===== config.mk =====
export PLATFORM = sky130hd
export DESIGN_NAME = door_lock_ctrl
export DESIGN_NICKNAME = d
export VERILOG_FILES = /design/src/rtl/door_lock_ctrl_pkg.sv /design/src/rtl/door_hit_box.sv /design/src/rtl/door_lock_ctrl.sv
export SDC_FILE = /design/constraint.sdc
export NUM_CORES = 1
export LEC_CHECK = 0
export CORE_ASPECT_RATIO = 1.25
export CORE_MARGIN = 2
export CORE_UTILIZATION = 50
export CTS_CLUSTER_DIAMETER = 150
export DETAILED_ROUTE_END_ITERATION = 8
export PLACE_DENSITY = 0.74
export SYNTH_ARGS = -nofsm -noshare
export SYNTH_HDL_FRONTEND = slang
export SYNTH_HIERARCHICAL = 1
export SYNTH_SLANG_ARGS = --single-unit

===== constraint.sdc =====
create_clock -name clk -period 2.4 [get_ports clk]
set_input_delay 0.24 -clock clk [delete_from_list [all_inputs] [get_ports clk]]
set_output_delay 0.24 -clock clk [all_outputs]
set_load 0.03 [all_outputs]

===== src/rtl/door_lock_ctrl_pkg.sv =====
// ---------------------------------------------------------------------------
// door_lock_ctrl_pkg
// Shared constants for the stage exit door: game FSM stage codes, door
// geometry in half-resolution pixel space (also used by the door renderer),
// the door controller state type and a stage-code classifier.
// ---------------------------------------------------------------------------
package door_lock_ctrl_pkg;

  // Game FSM state codes that correspond to playable stages
  localparam logic [3:0] STAGE1 = 4'd2;
  localparam logic [3:0] STAGE2 = 4'd4;
  localparam logic [3:0] STAGE3 = 4'd6;

  // Door rectangle, half-res coordinates; 10 bits so X0+W cannot wrap
  localparam logic [9:0] DOOR_X0 = 10'd260;
  localparam logic [9:0] DOOR_Y0 = 10'd127;
  localparam logic [9:0] DOOR_W  = 10'd10;

  typedef enum logic [2:0] {
    S_IDLE      = 3'd0,
    S_LOCKED    = 3'd1,
    S_UNLOCKING = 3'd2,
    S_OPEN      = 3'd3,
    S_EXITED    = 3'd4
  } door_state_e;

  // True when a game FSM code names one of the playable stages
  function automatic logic is_stage(input logic [3:0] code);
    return (code == STAGE1) || (code == STAGE2) || (code == STAGE3);
  endfunction

endpackage


===== src/rtl/door_hit_box.sv =====
// ---------------------------------------------------------------------------
// door_hit_box
// Combinational test of whether the player position lies inside the door
// rectangle (left/top inclusive, right/bottom exclusive).
// Ports:
//   i_player_x  in  9  player x, half-res
//   i_player_y  in  9  player y, half-res
//   o_in_box    out 1  1 = player inside the door rectangle
// ---------------------------------------------------------------------------
module door_hit_box
  import door_lock_ctrl_pkg::*;
(
  input  logic [8:0] i_player_x,
  input  logic [8:0] i_player_y,
  output logic       o_in_box
);

  logic [9:0] w_x;
  logic [9:0] w_y;

  // Widen to 10 bits before comparing against X0+W / Y0+W
  assign w_x = {1'b0, i_player_x};
  assign w_y = {1'b0, i_player_y};

  assign o_in_box = (w_x >= DOOR_X0) && (w_x < (DOOR_X0 + DOOR_W)) &&
                    (w_y >= DOOR_Y0) && (w_y < (DOOR_Y0 + DOOR_W));

endmodule


===== src/rtl/door_lock_ctrl.sv =====
// ---------------------------------------------------------------------------
// door_lock_ctrl
// Per-stage exit door sequencer. Counts keys collected in the current stage,
// unlocks once the stage quota is met, blinks the door sprite for a fixed
// time, then opens and reports a one-cycle stage_exit when the player enters.
// Ports:
//   clk          in  1  system clock
//   rst          in  1  synchronous active-high reset
//   state        in  4  game FSM state code
//   key_got      in  1  pulse: key collected
//   player_x/y   in  9  player position, half-res
//   enter_btn    in  1  pulse: enter-door request
//   isLocked     out 1  door renderer sprite select (1 = locked)
//   door_open    out 1  level: door fully open
//   stage_exit   out 1  pulse: player went through the door
//   locked_bump  out 1  pulse: enter attempted on a non-open door
//   keys_held    out 2  keys collected this stage, saturating at 3
// ---------------------------------------------------------------------------
module door_lock_ctrl
  import door_lock_ctrl_pkg::*;
#(
  parameter int unsigned KEYS_S1       = 1,
  parameter int unsigned KEYS_S2       = 2,
  parameter int unsigned KEYS_S3       = 3,
  parameter int unsigned UNLOCK_CYCLES = 50_000_000,
  parameter int unsigned BLINK_CYCLES  = 6_250_000
) (
  input  logic       clk,
  input  logic       rst,
  input  logic [3:0] state,
  input  logic       key_got,
  input  logic [8:0] player_x,
  input  logic [8:0] player_y,
  input  logic       enter_btn,
  output logic       isLocked,
  output logic       door_open,
  output logic       stage_exit,
  output logic       locked_bump,
  output logic [1:0] keys_held
);

  localparam int UCW = (UNLOCK_CYCLES > 1) ? $clog2(UNLOCK_CYCLES) : 1;
  localparam int BCW = (BLINK_CYCLES  > 1) ? $clog2(BLINK_CYCLES)  : 1;
  localparam logic [UCW-1:0] UCNT_ONE  = UCW'(1);
  localparam logic [BCW-1:0] BCNT_ONE  = BCW'(1);
  localparam logic [UCW-1:0] UCNT_LAST = UCW'(UNLOCK_CYCLES - 1);
  localparam logic [BCW-1:0] BCNT_LAST = BCW'(BLINK_CYCLES - 1);

  door_state_e     r_state;
  door_state_e     w_next_state;
  logic [3:0]      r_prev_state;
  logic [1:0]      r_keys;
  logic [1:0]      w_keys_next;
  logic [1:0]      w_keys_inc;
  logic [1:0]      w_quota;
  logic [UCW-1:0]  r_ucnt;
  logic [UCW-1:0]  w_ucnt_next;
  logic [BCW-1:0]  r_bcnt;
  logic [BCW-1:0]  w_bcnt_next;
  logic            r_islocked;
  logic            w_islocked_next;
  logic            r_open;
  logic            w_open_next;
  logic            r_exit;
  logic            w_exit_next;
  logic            r_bump;
  logic            w_bump_next;
  logic            w_in_box;
  logic            w_enter_hit;

  door_hit_box u_hit_box (
    .i_player_x (player_x),
    .i_player_y (player_y),
    .o_in_box   (w_in_box)
  );

  assign w_enter_hit = enter_btn & w_in_box;
  assign w_keys_inc  = (r_keys == 2'd3) ? 2'd3 : (r_keys + 2'd1);

  // Key quota of the stage currently being played
  always_comb begin
    case (state)
      STAGE1:  w_quota = 2'(KEYS_S1);
      STAGE2:  w_quota = 2'(KEYS_S2);
      STAGE3:  w_quota = 2'(KEYS_S3);
      default: w_quota = 2'd0;
    endcase
  end

  // Next-state and next-output logic
  always_comb begin
    w_next_state    = r_state;
    w_keys_next     = r_keys;
    w_ucnt_next     = r_ucnt;
    w_bcnt_next     = r_bcnt;
    w_islocked_next = r_islocked;
    w_open_next     = r_open;
    w_exit_next     = 1'b0;
    w_bump_next     = 1'b0;

    // A stage change overrides everything else; same-cycle key/enter are dropped
    if (state != r_prev_state) begin
      w_next_state    = is_stage(state) ? S_LOCKED : S_IDLE;
      w_keys_next     = 2'd0;
      w_ucnt_next     = '0;
      w_bcnt_next     = '0;
      w_islocked_next = 1'b1;
      w_open_next     = 1'b0;
    end else if (!is_stage(state)) begin
      w_next_state    = S_IDLE;
      w_islocked_next = 1'b1;
      w_open_next     = 1'b0;
    end else begin
      case (r_state)
        S_IDLE: begin
          w_islocked_next = 1'b1;
          w_open_next     = 1'b0;
        end
        S_LOCKED: begin
          if (key_got) begin
            w_keys_next = w_keys_inc;
          end else begin
            w_keys_next = r_keys;
          end
          w_bump_next = w_enter_hit;
          // Quota checked on the post-increment count; a zero quota unlocks at once
          if (w_keys_next >= w_quota) begin
            w_next_state    = S_UNLOCKING;
            w_ucnt_next     = '0;
            w_bcnt_next     = '0;
            w_islocked_next = 1'b1;
          end else begin
            w_next_state    = S_LOCKED;
          end
        end
        S_UNLOCKING: begin
          if (key_got) begin
            w_keys_next = w_keys_inc;
          end else begin
            w_keys_next = r_keys;
          end
          w_bump_next = w_enter_hit;
          if (r_ucnt == UCNT_LAST) begin
            w_next_state    = S_OPEN;
            w_ucnt_next     = '0;
            w_bcnt_next     = '0;
            w_islocked_next = 1'b0;
            w_open_next     = 1'b1;
          end else begin
            w_ucnt_next = r_ucnt + UCNT_ONE;
            // Blink: flip the sprite every BLINK_CYCLES cycles of the unlock phase
            if (r_bcnt == BCNT_LAST) begin
              w_bcnt_next     = '0;
              w_islocked_next = ~r_islocked;
            end else begin
              w_bcnt_next     = r_bcnt + BCNT_ONE;
            end
          end
        end
        S_OPEN: begin
          if (w_enter_hit) begin
            w_next_state = S_EXITED;
            w_exit_next  = 1'b1;
          end else begin
            w_next_state = S_OPEN;
          end
        end
        S_EXITED: begin
          w_islocked_next = 1'b0;
          w_open_next     = 1'b1;
        end
        default: begin
          w_next_state    = S_IDLE;
          w_islocked_next = 1'b1;
          w_open_next     = 1'b0;
        end
      endcase
    end
  end

  // State, counter and output registers
  always_ff @(posedge clk) begin
    if (rst) begin
      r_state      <= S_IDLE;
      r_prev_state <= 4'd0;
      r_keys       <= 2'd0;
      r_ucnt       <= '0;
      r_bcnt       <= '0;
      r_islocked   <= 1'b1;
      r_open       <= 1'b0;
      r_exit       <= 1'b0;
      r_bump       <= 1'b0;
    end else begin
      r_state      <= w_next_state;
      r_prev_state <= state;
      r_keys       <= w_keys_next;
      r_ucnt       <= w_ucnt_next;
      r_bcnt       <= w_bcnt_next;
      r_islocked   <= w_islocked_next;
      r_open       <= w_open_next;
      r_exit       <= w_exit_next;
      r_bump       <= w_bump_next;
    end
  end

  assign isLocked    = r_islocked;
  assign door_open   = r_open;
  assign stage_exit  = r_exit;
  assign locked_bump = r_bump;
  assign keys_held   = r_keys;

endmodule

Word level (Yosys, flattened, before mapping)
Cells that the tools add are included.

Register bits after elaboration: 62. Bits of input ports: 26. Output and inout bits: 6. Word-level logic and storage cells: 86.

$add $sub $neg: 3. Order comparisons: 5. Eq/ne operators: 16. Multiplexer cells: 28. Bitwise gates (word level): 6. Reduce and logical (&&, ||, !) cells: 19.

Operators with widths (number): two-way mux 23 bit (3); two-way mux 26 bit (2); one-hot mux 26 bit (2 select lines) (1); one-hot mux 23 bit (2 select lines) (1); adder 26 x 1 -> 26 bit, second input constant (1); == test 26 bit, second input constant (1); adder 23 x 1 -> 23 bit, second input constant (1); == test 23 bit, second input constant (1); two-way mux 2 bit (6); two-way mux 3 bit (4); one-hot mux 3 bit (4 select lines) (1); greater-or-equal comparator 9 x 7 -> 1 bit, second input constant (1); greater-or-equal comparator 9 bit, second input constant (1); < comparator 9 x 8 -> 1 bit, second input constant (1); < comparator 9 bit, second input constant (1); == test 4 x 3 -> 1 bit, second input constant (2); OR reduction 2 bit (4); OR reduction 4 bit (2); == test 3 x 2 -> 1 bit, second input constant (2); two-way mux 1 bit (6); != test 3 bit, second input constant (2); one-hot mux 2 bit (3 select lines) (1); AND reduction 2 bit (3); AND reduction 3 bit (2); 19 further kinds (27).

Longest topological paths before layout
Gate-level depths: netlist of the first run.

Depth after elaboration: 11. Depth in mapped cells: 9. Mapped depth without buffers: 8.

Hierarchy
The synthesis of the first run kept the hierarchy.

By module, submodules not included: door_lock_ctrl (instances 1, cells each 391, area an instance 3225.6 um2); door_hit_box (instances 1, cells each 16, area an instance 92.6 um2).

Worst setup path before layout of the first run
OpenSTA, ideal clock, no wires.

Path type: register to register. Start point: reg r_keys[1], in the netlist keys_held[1]. End point: reg r_ucnt[23]. Data arrival time: 2524 ps. Data required time: 2330 ps. Path slack: -194 ps. Stages on the path, launching flop included: 10. Cells stage by stage: dfxtp_1 -> nand3b_1 -> o21ai_0 -> ha_1 -> nand2b_1 -> a211oi_1 -> or4_1 -> buf_2 -> or4_1 -> a21oi_1.

Cells in the longest elaborated chain, start to end: 9. Elaborated cells between the ends (all ways): 10.

Ends and longest elaborated chain: start: declaration (RTL line door_lock_ctrl.sv:52) `logic [1:0] r_keys;`; start signal: assignment (RTL line door_lock_ctrl.sv:196) `r_keys <= w_keys_next;`; adder 2 x 1 -> 2 bit / == test 2 bit (equally long branches) (RTL line door_lock_ctrl.sv:78) `assign w_keys_inc = (r_keys == 2'd3) ? 2'd3 : (r_keys + 2'd1);`; two-way mux 2 bit (RTL line door_lock_ctrl.sv:78); two-way mux 2 bit *; two-way mux 2 bit * (RTL line door_lock_ctrl.sv:114) `case (r_state)`; two-way mux 2 bit * (RTL line door_lock_ctrl.sv:109) `end else if (!is_stage(state)) begin`; two-way mux 2 bit * (RTL line door_lock_ctrl.sv:102) `if (state != r_prev_state) begin`; greater-or-equal comparator 2 bit * (RTL line door_lock_ctrl.sv:127) `if (w_keys_next >= w_quota) begin`; != test 2 bit (no source line) *; AND reduction 3 bit (no source line) *; end signal: assignment (RTL line door_lock_ctrl.sv:197) `r_ucnt <= w_ucnt_next;`; end: declaration (RTL line door_lock_ctrl.sv:56) `logic [UCW-1:0] r_ucnt;`.

Mark *: on every way between the ends. The rest lies on a longest branch, timed or not. The select of a mux whose other input is x is not followed. A chain may end at the register's enable or synchronous reset.

Worst setup path after layout of the first run
Start point: reg r_keys[1], in the netlist keys_held[1]. End point: reg r_ucnt[21].

The elaborated chain is that of the path after synthesis.

==> impl_metrics.json, run 1 <==
{
  "synth_most_common_cell": "dfxtp_1",
  "cp-start-kind": "flip-flop",
  "status": "finished clean",
  "clk_pin_slew_worst_paths_ns": 0.07,
  "grt_usage": 0.240,
  "p_int_w": 0.00165,
  "p_leak_nw": 1.33,
  "viasPerCell": 5.91,
  "min_period_ns": 2.31,
  "synth-main-ff-cell": "dfxtp_1",
  "synth_edf_count": 0,
  "htree_levels": 3,
  "slew_violations": 0,
  "finalSetupViolations": 0,
  "insertion_delay_ns": 0.35,
  "ys_seq_area_frac": 0.374,
  "routed_wirelength_um": 8350,
  "route.vias.total": 3292,
  "max_slew.worst_pin.slew_ns": 0.677,
  "rows": 33,
  "cap_viol_max_count": 0,
  "synth_top_area_share": 0.374,
  "switchingPower_w": 0.000500,
  "grt_pass1_vias": 3118,
  "ant_nets": 0,
  "num_io_pins": 32,
  "p_comb_frac": 0.062,
  "arrival_ns": 2.60,
  "ys_top_cells_by_area": "dfxtp_1 37%, a21oi_1 5.7%, o21ai_0 4.5%",
  "vdd_drop_max_mv": 0.378,
  "pwr-share-seq": 0.482,
  "synthesis.nets": 437,
  "die-area_um2": 7310,
  "cts.path.max_buffers": 2,
  "n_antenna_cell": 0,
  "final_area_um2": 4210,
  "grt_pass1_wl_um": 14200,
  "cts-root-buf": "clkbuf_8",
  "crit_path_max_fanout": 7,
  "die_y_um": 95.1,
  "finClkSkew_ns": 0.00996,
  "wl_per_cell_um": 15.0,
  "die_w_um": 76.9,
  "syn2layout_area_growth_pct": 27.0,
  "final.fill_count": 572,
  "dpl_cell_area_um2": 3920,
  "netlist_area_um2": 3320,
  "clock_power_share": 0.456,
  "syn_inst": 407,
  "yosys_warnings": 6,
  "drc": 0,
  "placeableCoreArea_um2": 6480,
  "avgSynthCellArea_um2": 8.15,
  "p_sw_frac": 0.233,
  "path_class": "reg2reg",
  "first_pass_iters": 4,
  "drive_above_1_share": 0.162,
  "slew-limit-headroom": 0.546,
  "overflow": 0,
  "ys_top_cells_by_count": "62 x dfxtp_1, 38 x a21oi_1, 35 x nand2_1",
  "cts.sinks": 62,
  "synth-seq-cells": 62,
  "critPathRequiredTime_ns": 2.68,
  "gp_congestion": 0.883,
  "drtIter0Drc": 153,
  "ys_types": 54,
  "end_kind": "flip-flop",
  "grt_max_degree": 24,
  "grt_antenna_before_repair": 0,
  "power_density_nw_per_um2": 510,
  "dp_hpwl_um": 5930,
  "synth_top_area_cell": "dfxtp_1",
  "fin_crit_sh": 0.964,
  "grt_setup_unrepaired": "false",
  "nets": 495,
  "hp-class": "in2reg",
  "cts_buffers": 9,
  "timing.hold.ws_ns": 0.303,
  "cts_tree": "done",
  "async_flop_share": 0,
  "final-hold-violation-count": 0,
  "initial_core_util": 0.512,
  "portBuffers": 30,
  "max_freq_ghz": 0.432
}
==> critical path, stage by stage, from the launching register on <==
cell      delay (ns)
dfxtp_4         0.36
nand3b_1        0.11
o21ai_2         0.07
ha_1            0.29
nand2b_4        0.13
a211oi_2        0.08
or4_4           0.58
or4_4           0.50
a21oi_2         0.13
==> routing by layer <==
layer	global-route usage	vias up	part of all wire
li1	-	1630	-
met1	0.281	1568	0.43
met2	0.420	79	0.51
met3	0.0530	15	0.037
met4	0.114	0	0.019
met5	0	-	0
==> layout make-up <==
class                      count  area [um2]  share of cell area
tap                           87         109              0.0258
clock buffer                  10         149              0.0353
multi-input combinational    321        2040               0.485
clock inverter                 6        68.8              0.0163
sequential                    62        1250               0.296
timing repair buffer          66         578               0.137
inverter                       5        18.8             0.00446
==> cell usage in the layout, fill, tap and decap left out, drive strengths merged, types with 3 or more instances in the layout <==
| master | instances |
|---|---|
| inv | 5 |
| nand2 | 36 |
| and3 | 11 |
| nand3 | 17 |
| dlymetal6s2s | 3 |
| nor4 | 14 |
| or3 | 22 |
| clkinv | 4 |
| nor2 | 31 |
| ha | 4 |
| a21oi | 38 |
| or4 | 9 |
| and4 | 7 |
| buf | 36 |
| dfxtp | 62 |
| xnor2 | 16 |
| o31ai | 6 |
| nor3 | 8 |
| clkbuf | 10 |
| a31oi | 6 |
| nor2b | 6 |
| nand4 | 19 |
| xor2 | 6 |
| nand3b | 3 |
| o21ai | 31 |
| nand4b | 5 |
| clkdlybuf4s50 | 27 |
==> power groups by stage <==
| stage | registers [W] | logic [W] | clock network (W) |
|---|---|---|---|
| after floorplan | 0.00106 | 0.0000500 | 0 |
| after global routing | 0.00103 | 0.000142 | 0.00104 |
| after CTS | 0.00103 | 0.000132 | 0.000999 |
| after global placement | 0.00106 | 0.000128 | 0 |
| after detailed placement | 0.00106 | 0.000130 | 0 |
| final | 0.00103 | 0.000133 | 0.000980 |
==> sequential cells by signal (all words and copies together) (netlist names) <==
signal        cells
door_open         1
isLocked          1
keys_held         2
locked_bump       1
r_bcnt           23
r_prev_state      4
r_state           3
r_ucnt           26
stage_exit        1
==> cells by family after synthesis <==
logic type,after synthesis,share of synthesized area
flops,62,0.374
simple gates,201,0.354
compound gates,92,0.159
buf+inv,24,0.0332
mux,2,0.00603
fa+ha+maj,4,0.0151
xor+xnor,22,0.0581
==> repair_timing <==
| action | CTS | global route |
|---|---|---|
| gates resized for setup | 3 | 12 |
| setup endpoints to repair | 29 | 27 |
| cloned | 0 | 0 |
| hold endpoints to repair | 0 | 0 |
| pin swaps | 1 | 3 |
| buffers inserted | 0 | 1 |
| hold buffers | 0 | 0 |
==> path summary, 6_finish.rpt <==
| path | from | end | cells past startpoint | slack [ns] |
|---|---|---|---|---|
| worst max-delay path | keys_held[1]$_SDFFE_PP0P_ | r_ucnt[21]$_SDFFE_PP0P_ | 8 | 0.09 |
| worst min-delay path | key_got | keys_held[1]$_SDFFE_PP0P_ | 3 | 0.30 |
| worst max register to register | keys_held[1]$_SDFFE_PP0P_ | r_ucnt[21]$_SDFFE_PP0P_ | 8 | 0.09 |
| worst min register to register | r_ucnt[1]$_SDFFE_PP0P_ | r_ucnt[1]$_SDFFE_PP0P_ | 2 | 0.48 |
==> per-stage QoR <==
stage	total power [W]	utilization	setup WS, ns	std cells	TNS, ns
after global routing	0.00222	0.650	0.0107	557	0
after floorplan	0.00111	-	0.0232	407	0
after detailed placement	0.00119	0.605	-0.504	540	-16.25
after CTS	0.00217	0.641	0.0277	556	0
after global placement	0.00119	0.605	-0.415	540	-12.77
final	0.00215	0.650	0.0863	557	0
Note: power is estimated with default switching activity, not from simulation.
==> run 2, diff against run 1 <==
--- a/config.mk
+++ b/config.mk
@@ -13,5 +13,4 @@
 export PLACE_DENSITY = 0.74
 export SYNTH_ARGS = -nofsm -noshare
 export SYNTH_HDL_FRONTEND = slang
-export SYNTH_HIERARCHICAL = 1
 export SYNTH_SLANG_ARGS = --single-unit
==> run 2 against run 1 <==
Combinational power decreased by 7%. Setup slack lost 0.049 ns. Hold slack worse by 0.012 ns. Fmax decreased by 2.1%. Clock power rose by 13%. Cell count down 1.3%. Critical path type unchanged. Critical endpoint is now r_ucnt[14]$_SDFFE_PP0P_. Largest power group is now clock. Highest routed layer unchanged.
==> impl_metrics.json, run 2 <==
{
  "status": "finished clean",
  "grt_max_degree": 29,
  "crit_path_max_incr_delay_ns": 0.53,
  "ys_top_cells_by_count": "62 x dfxtp_1, 30 x nor3_1, 29 x xnor2_1",
  "ys_seq_area_frac": 0.378,
  "synth_edf_count": 0,
  "cp-start-kind": "flip-flop",
  "final_common_cell": "dfxtp_1",
  "p_comb_frac": 0.055,
  "slew_violations": 0,
  "min_period_ns": 2.36,
  "cts_tree": "done",
  "syn_inst": 397,
  "insertion_delay_ns": 0.34,
  "dp_hpwl_um": 5970,
  "fin_crit_sh": 0.984,
  "drc": 0,
  "grt_antenna_before_repair": 0,
  "finClkSkew_ns": 0.0114,
  "regArea_um2": 1240,
  "crit_path_cell_trace": "buf_4 -> a21o_1 -> ha_1 -> a2111oi_4 -> or4_1 -> or4b_1 -> a31oi_1",
  "power_density_nw_per_um2": 525,
  "portBuffers": 30,
  "initial_core_util": 0.510,
  "ys_types": 48,
  "synth_most_common_cell": "dfxtp_1",
  "viasPerCell": 5.81,
  "final.fill_count": 545,
  "crit_path_max_fanout": 7,
  "place_inst": 533,
  "n_antenna_cell": 0,
  "synth_top_area_share": 0.378,
  "mostFrequentLayoutCells": "60 x dfxtp_1, 39 x buf_4, 29 x nor3_1, 29 x xnor2_1, 27 x clkdlybuf4s50_1",
  "routed_wirelength_um": 8300,
  "async_flop_share": 0,
  "finalSetupViolations": 0,
  "route.vias.total": 3195,
  "fin_ws_ns": 0.0374,
  "clock_power_share": 0.488,
  "switchingPower_w": 0.000448,
  "r2r_cells": 7,
  "grt_pass1_vias": 3128,
  "p_leak_nw": 1.36,
  "final_area_um2": 4320,
  "max_slew.worst_pin.slew_ns": 0.568,
  "pwr-share-seq": 0.457,
  "die_w_um": 76.5,
  "clk_pin_slew_worst_paths_ns": 0.07,
  "path_class": "reg2reg",
  "top_regs": "r_ucnt (26), r_bcnt (23), r_prev_state (4)",
  "max_freq_ghz": 0.423,
  "hp-class": "in2reg",
  "grt_setup_unrepaired": "true",
  "first_pass_iters": 4,
  "cap_viol_max_count": 0,
  "cts-root-buf": "clkbuf_8",
  "final-hold-violation-count": 0,
  "largest_register_ffs": 26,
  "pre_cts_ws_ns": -0.409,
  "syn2layout_area_growth_pct": 31.4,
  "cts.path.max_buffers": 2,
  "p_int_w": 0.00182,
  "gp_congestion": 0.903,
  "end_kind": "flip-flop",
  "grt_pass1_wl_um": 14200,
  "critPathRequiredTime_ns": 2.66,
  "netlist_area_um2": 3280,
  "holdBufCountCts": 0,
  "ant_nets": 0,
  "arrival_ns": 2.63,
  "htree_levels": 3,
  "yosys_warnings": 0,
  "drtIter0Drc": 228,
  "cts.sinks": 62,
  "critPathSlowestCell": "or4_1",
  "drive_above_1_share": 0.186,
  "slew-limit-headroom": 0.616,
  "avgSynthCellArea_um2": 8.27,
  "utilization": 0.670,
  "top_register": "r_ucnt",
  "multiInputGateArea_um2": 2020,
  "finalNonFillerCells": 550,
  "synth-seq-cells": 62,
  "cts_buffers": 9,
  "hold_depth": 3,
  "dpl_cell_area_um2": 3970,
  "wl_per_cell_um": 15.1,
  "die-area_um2": 7230,
  "rows": 33,
  "p_sw_frac": 0.198,
  "placeableCoreArea_um2": 6440,
  "vdd_drop_max_mv": 0.387,
  "ys_top_cells_by_area": "dfxtp_1 38%, xnor2_1 7.7%, nor3_1 4.6%",
  "synth-main-ff-cell": "dfxtp_1",
  "grt_usage": 0.239,
  "synthesis.nets": 427,
  "overflow": 0,
  "num_io_pins": 32,
  "die_y_um": 94.6,
  "nets": 489,
  "synth_top_area_cell": "dfxtp_1"
}
run 2: changes by cell type after synthesis, moves of 8 or more:
cell      before  now
nand3_1       16   24
nor3_1         8   30
nand2_1       35   19
a21oi_1       38   19
or3_1         21   10
clkbuf_1       9   19
xnor2_1       16   29
o21ai_0       30   16
run 2: final timing paths:
path | startpoint | end | slack (ns)
setup / recovery | keys_held[0]$_SDFFE_PP0P_ | r_ucnt[14]$_SDFFE_PP0P_ | 0.04
hold reg to reg | r_ucnt[6]$_SDFFE_PP0P_ | r_ucnt[6]$_SDFFE_PP0P_ | 0.49
setup reg to reg | keys_held[0]$_SDFFE_PP0P_ | r_ucnt[14]$_SDFFE_PP0P_ | 0.04
hold / removal | state[0] | r_prev_state[0]$_SDFF_PP0_ | 0.29
run 2: final cells by class:
type	count	area share
clock buffers	11	0.0328
clock inverters	4	0.0220
inverters	3	0.00261
multi-input cells	309	0.469
flip-flops and latches	62	0.288
well taps	87	0.0252
repair buffers	74	0.160
run 2: critical path: cells and delay by family, from the launching register on:
kind	cells	cell delay, ns
AO/OA/AOI/OAI	3	0.46
adder cells (fa/ha/maj)	1	0.34
buffers and inverters	1	0.14
flip-flops	1	0.33
AND/OR/NAND/NOR	2	1.02
run 2: cells by family after synthesis:
kind of cell / share of synthesized area
XOR/XNOR: 0.0960
flip-flops: 0.378
multiplexers: 0.00305
AO/OA/AOI/OAI: 0.112
adder cells (fa/ha/maj): 0.0152
buffers and inverters: 0.0313
AND/OR/NAND/NOR: 0.364
run 2: metrics by stage:
| stage | setup TNS, ns | hold WS (ns) | total power (W) |
|---|---|---|---|
| global route | -0.381 | 0.294 | 0.00234 |
| floorplan | 0 | 0.312 | 0.00110 |
| global placement | -13.70 | 0.470 | 0.00117 |
| detailed placement | -16.39 | 0.478 | 0.00118 |
| CTS | 0 | 0.489 | 0.00228 |
| finish | 0 | 0.290 | 0.00227 |
run 2: routing by layer:
| metal | vias to the layer above | GRT usage | part of all wire | wire (um) |
|---|---|---|---|---|
| met5 | - | 0 | 0 | 0 |
| met4 | 0 | 0.103 | 0.018 | 153 |
| met3 | 14 | 0.0478 | 0.034 | 282 |
| met2 | 63 | 0.439 | 0.50 | 4170 |
| met1 | 1513 | 0.271 | 0.44 | 3690 |
| li1 | 1605 | - | - | - |
run 2: timing repair:
| item | 4_1_cts | 5_1_grt |
|---|---|---|
| endpoints found under the setup margin | 13 | 45 |
| gates resized for setup | 2 | 21 |
| pin swaps | 1 | 2 |
| buffers inserted | 0 | 1 |
| cloned | 0 | 1 |
run 2: power groups by stage:
stage	combinational [W]	sequential, W	clock (W)
6_report	0.000124	0.00104	0.00111
2_1_floorplan	0.0000424	0.00106	0
3_5_place_dp	0.000117	0.00106	0
4_1_cts	0.000119	0.00104	0.00112
3_3_place_gp	0.000114	0.00106	0
5_1_grt	0.000135	0.00103	0.00117
==> run 3, diff against run 2 <==
--- a/config.mk
+++ b/config.mk
@@ -7,10 +7,9 @@
 export LEC_CHECK = 0
 export CORE_ASPECT_RATIO = 1.25
 export CORE_MARGIN = 2
-export CORE_UTILIZATION = 50
+export CORE_UTILIZATION = 40
 export CTS_CLUSTER_DIAMETER = 150
 export DETAILED_ROUTE_END_ITERATION = 8
-export PLACE_DENSITY = 0.74
 export SYNTH_ARGS = -nofsm -noshare
 export SYNTH_HDL_FRONTEND = slang
 export SYNTH_SLANG_ARGS = --single-unit
==> run 3 against run 2 <==
Hold slack worse by 0.027 ns. Sequential power about the same. Setup slack better by 0.064 ns. Clock skew down 0.0042 ns. Cell area up 1.4%.
==> impl_metrics.json, run 3 (synthesized netlist as in run 2, its figures left out) <==
{
  "status": "finished clean",
  "top_register": "r_ucnt",
  "power_w": 0.00204,
  "routed_wirelength_um": 8280,
  "hp-class": "in2reg",
  "finClkSkew_ns": 0.00720,
  "num_io_pins": 32,
  "grt_pass1_vias": 3122,
  "slew_violations": 0,
  "cap_viol_max_count": 0,
  "n_antenna_cell": 0,
  "critPathRequiredTime_ns": 2.68,
  "min_period_ns": 2.30,
  "cts-root-buf": "clkbuf_8",
  "placeableCoreArea_um2": 7880,
  "viasPerCell": 5.60,
  "route.vias.total": 3155,
  "r2r_end": "r_ucnt[10]$_SDFFE_PP0P_",
  "grt_max_degree": 29,
  "syn2layout_area_growth_pct": 33.2,
  "arrival_ns": 2.58,
  "hold_depth": 3,
  "largest_register_ffs": 26,
  "pre_cts_ws_ns": -0.424,
  "grt_setup_unrepaired": "true",
  "first_pass_iters": 4,
  "fin_ws_ns": 0.102,
  "final_area_um2": 4370,
  "path_class": "in2reg",
  "wl_per_cell_um": 14.7,
  "initial_core_util": 0.417,
  "fin_crit_sh": 0.958,
  "cts.sinks": 62,
  "overflow": 0,
  "end_kind": "flip-flop",
  "htree_levels": 3,
  "ant_nets": 0,
  "power_density_nw_per_um2": 466,
  "cts.path.max_buffers": 2,
  "reg2reg_from": "keys_held[1]$_SDFFE_PP0P_",
  "clk_pin_slew_worst_paths_ns": 0.07,
  "finalSetupViolations": 0,
  "mostFrequentLayoutCells": "59 x dfxtp_1, 45 x buf_4, 29 x nor3_1",
  "die_w_um": 85.0,
  "min_from": "state[3]",
  "die-area_um2": 8950,
  "die_y_um": 105,
  "rows": 36,
  "place_inst": 545,
  "dpl_cell_area_um2": 4010,
  "drive_above_1_share": 0.205,
  "p_leak_nw": 1.37,
  "crit_path_max_fanout": 6,
  "grt_usage": 0.191,
  "top_regs": "r_ucnt (26), r_bcnt (23), r_prev_state (4)",
  "grt_antenna_before_repair": 0,
  "min_to": "r_prev_state[3]$_SDFF_PP0_",
  "r2r_cells": 9,
  "nets": 494,
  "grt_pass1_wl_um": 14000,
  "cp-start-kind": "input pin",
  "drtIter0Drc": 145,
  "final_common_cell": "dfxtp_1",
  "slew-limit-headroom": 0.588,
  "timing.hold.ws_ns": 0.264,
  "cts_tree": "done",
  "dp_hpwl_um": 5810,
  "max_freq_ghz": 0.435,
  "r2r_slack_ns": 0.13,
  "final.fill_count": 733,
  "drc": 0,
  "portBuffers": 30,
  "cts_buffers": 9,
  "gp_congestion": 0.831,
  "regArea_um2": 1240,
  "insertion_delay_ns": 0.35,
  "final-hold-violation-count": 0,
  "vdd_drop_max_mv": 0.307,
  "multiInputGateArea_um2": 2080,
  "max_slew.worst_pin.slew_ns": 0.610,
  "finalNonFillerCells": 563
}
## run 3: report_power, final
part | internal, W | switching (W) | total [W] | leakage, nW
clock network | 0.000483 | 0.000393 | 0.000876 | 0.0958
registers | 0.00103 | 0.00000225 | 0.00104 | 0.502
logic | 0.0000764 | 0.0000508 | 0.000127 | 0.770
## run 3: how the worst max path moves through the flow
stage | slack (ns) | to | start | depth (start not counted)
final | 0.10 | r_ucnt[14]$_SDFFE_PP0P_ | state[1] | 6
after global routing | -0.07 | r_bcnt[22]$_SDFFE_PP0P_ | keys_held[1]$_SDFFE_PP0P_ | 9
after CTS | 0.04 | r_ucnt[22]$_SDFFE_PP0P_ | state[0] | 11
after detailed placement | -0.42 | r_ucnt[22]$_SDFFE_PP0P_ | state[0] | 11
after global placement | -0.37 | r_ucnt[14]$_SDFFE_PP0P_ | state[0] | 7
after floorplan | 0.002 | r_ucnt[21]$_SDFFE_PP0P_ | keys_held[1]$_SDFFE_PP0P_ | 9
## run 3: final cells by class
class | instances | area share
clock buffers | 15 | 0.0426
inverters | 3 | 0.00257
multi-input cells | 309 | 0.475
flip-flops and latches | 62 | 0.285
well taps | 95 | 0.0272
repair buffers | 79 | 0.168
## run 3: per-stage QoR
stage,utilization,TNS (ns)
detailed placement,0.508,-16.43
global route,0.555,-0.901
CTS,0.535,0
finish,0.555,0
global placement,0.508,-14.00
floorplan,-,0
## run 3: worst max-delay path, cell delays in order
cell and delay, ns:
clkdlybuf4s50_1 0.50, nor2_1 0.09, or4b_4 0.57, or4_1 0.55
or4b_1 0.47, a31oi_1 0.16
## run 3: repair_timing
action                                  CTS  global route
endpoints found under the setup margin   10            27
resized for setup                         3            26
endpoints found under the hold margin     0             0
pin swaps                                 2             7
setup buffers                             0             2
cloned                                    0             2
hold buffers                              0             0
## run 3: layer usage
layer  wire length (um)  vias up  GRT usage
met5                  0        -          0
met4                150        0     0.0850
met3                288       12     0.0399
met2               4190       48      0.329
met1               3650     1486      0.224
li1                   -     1609          -
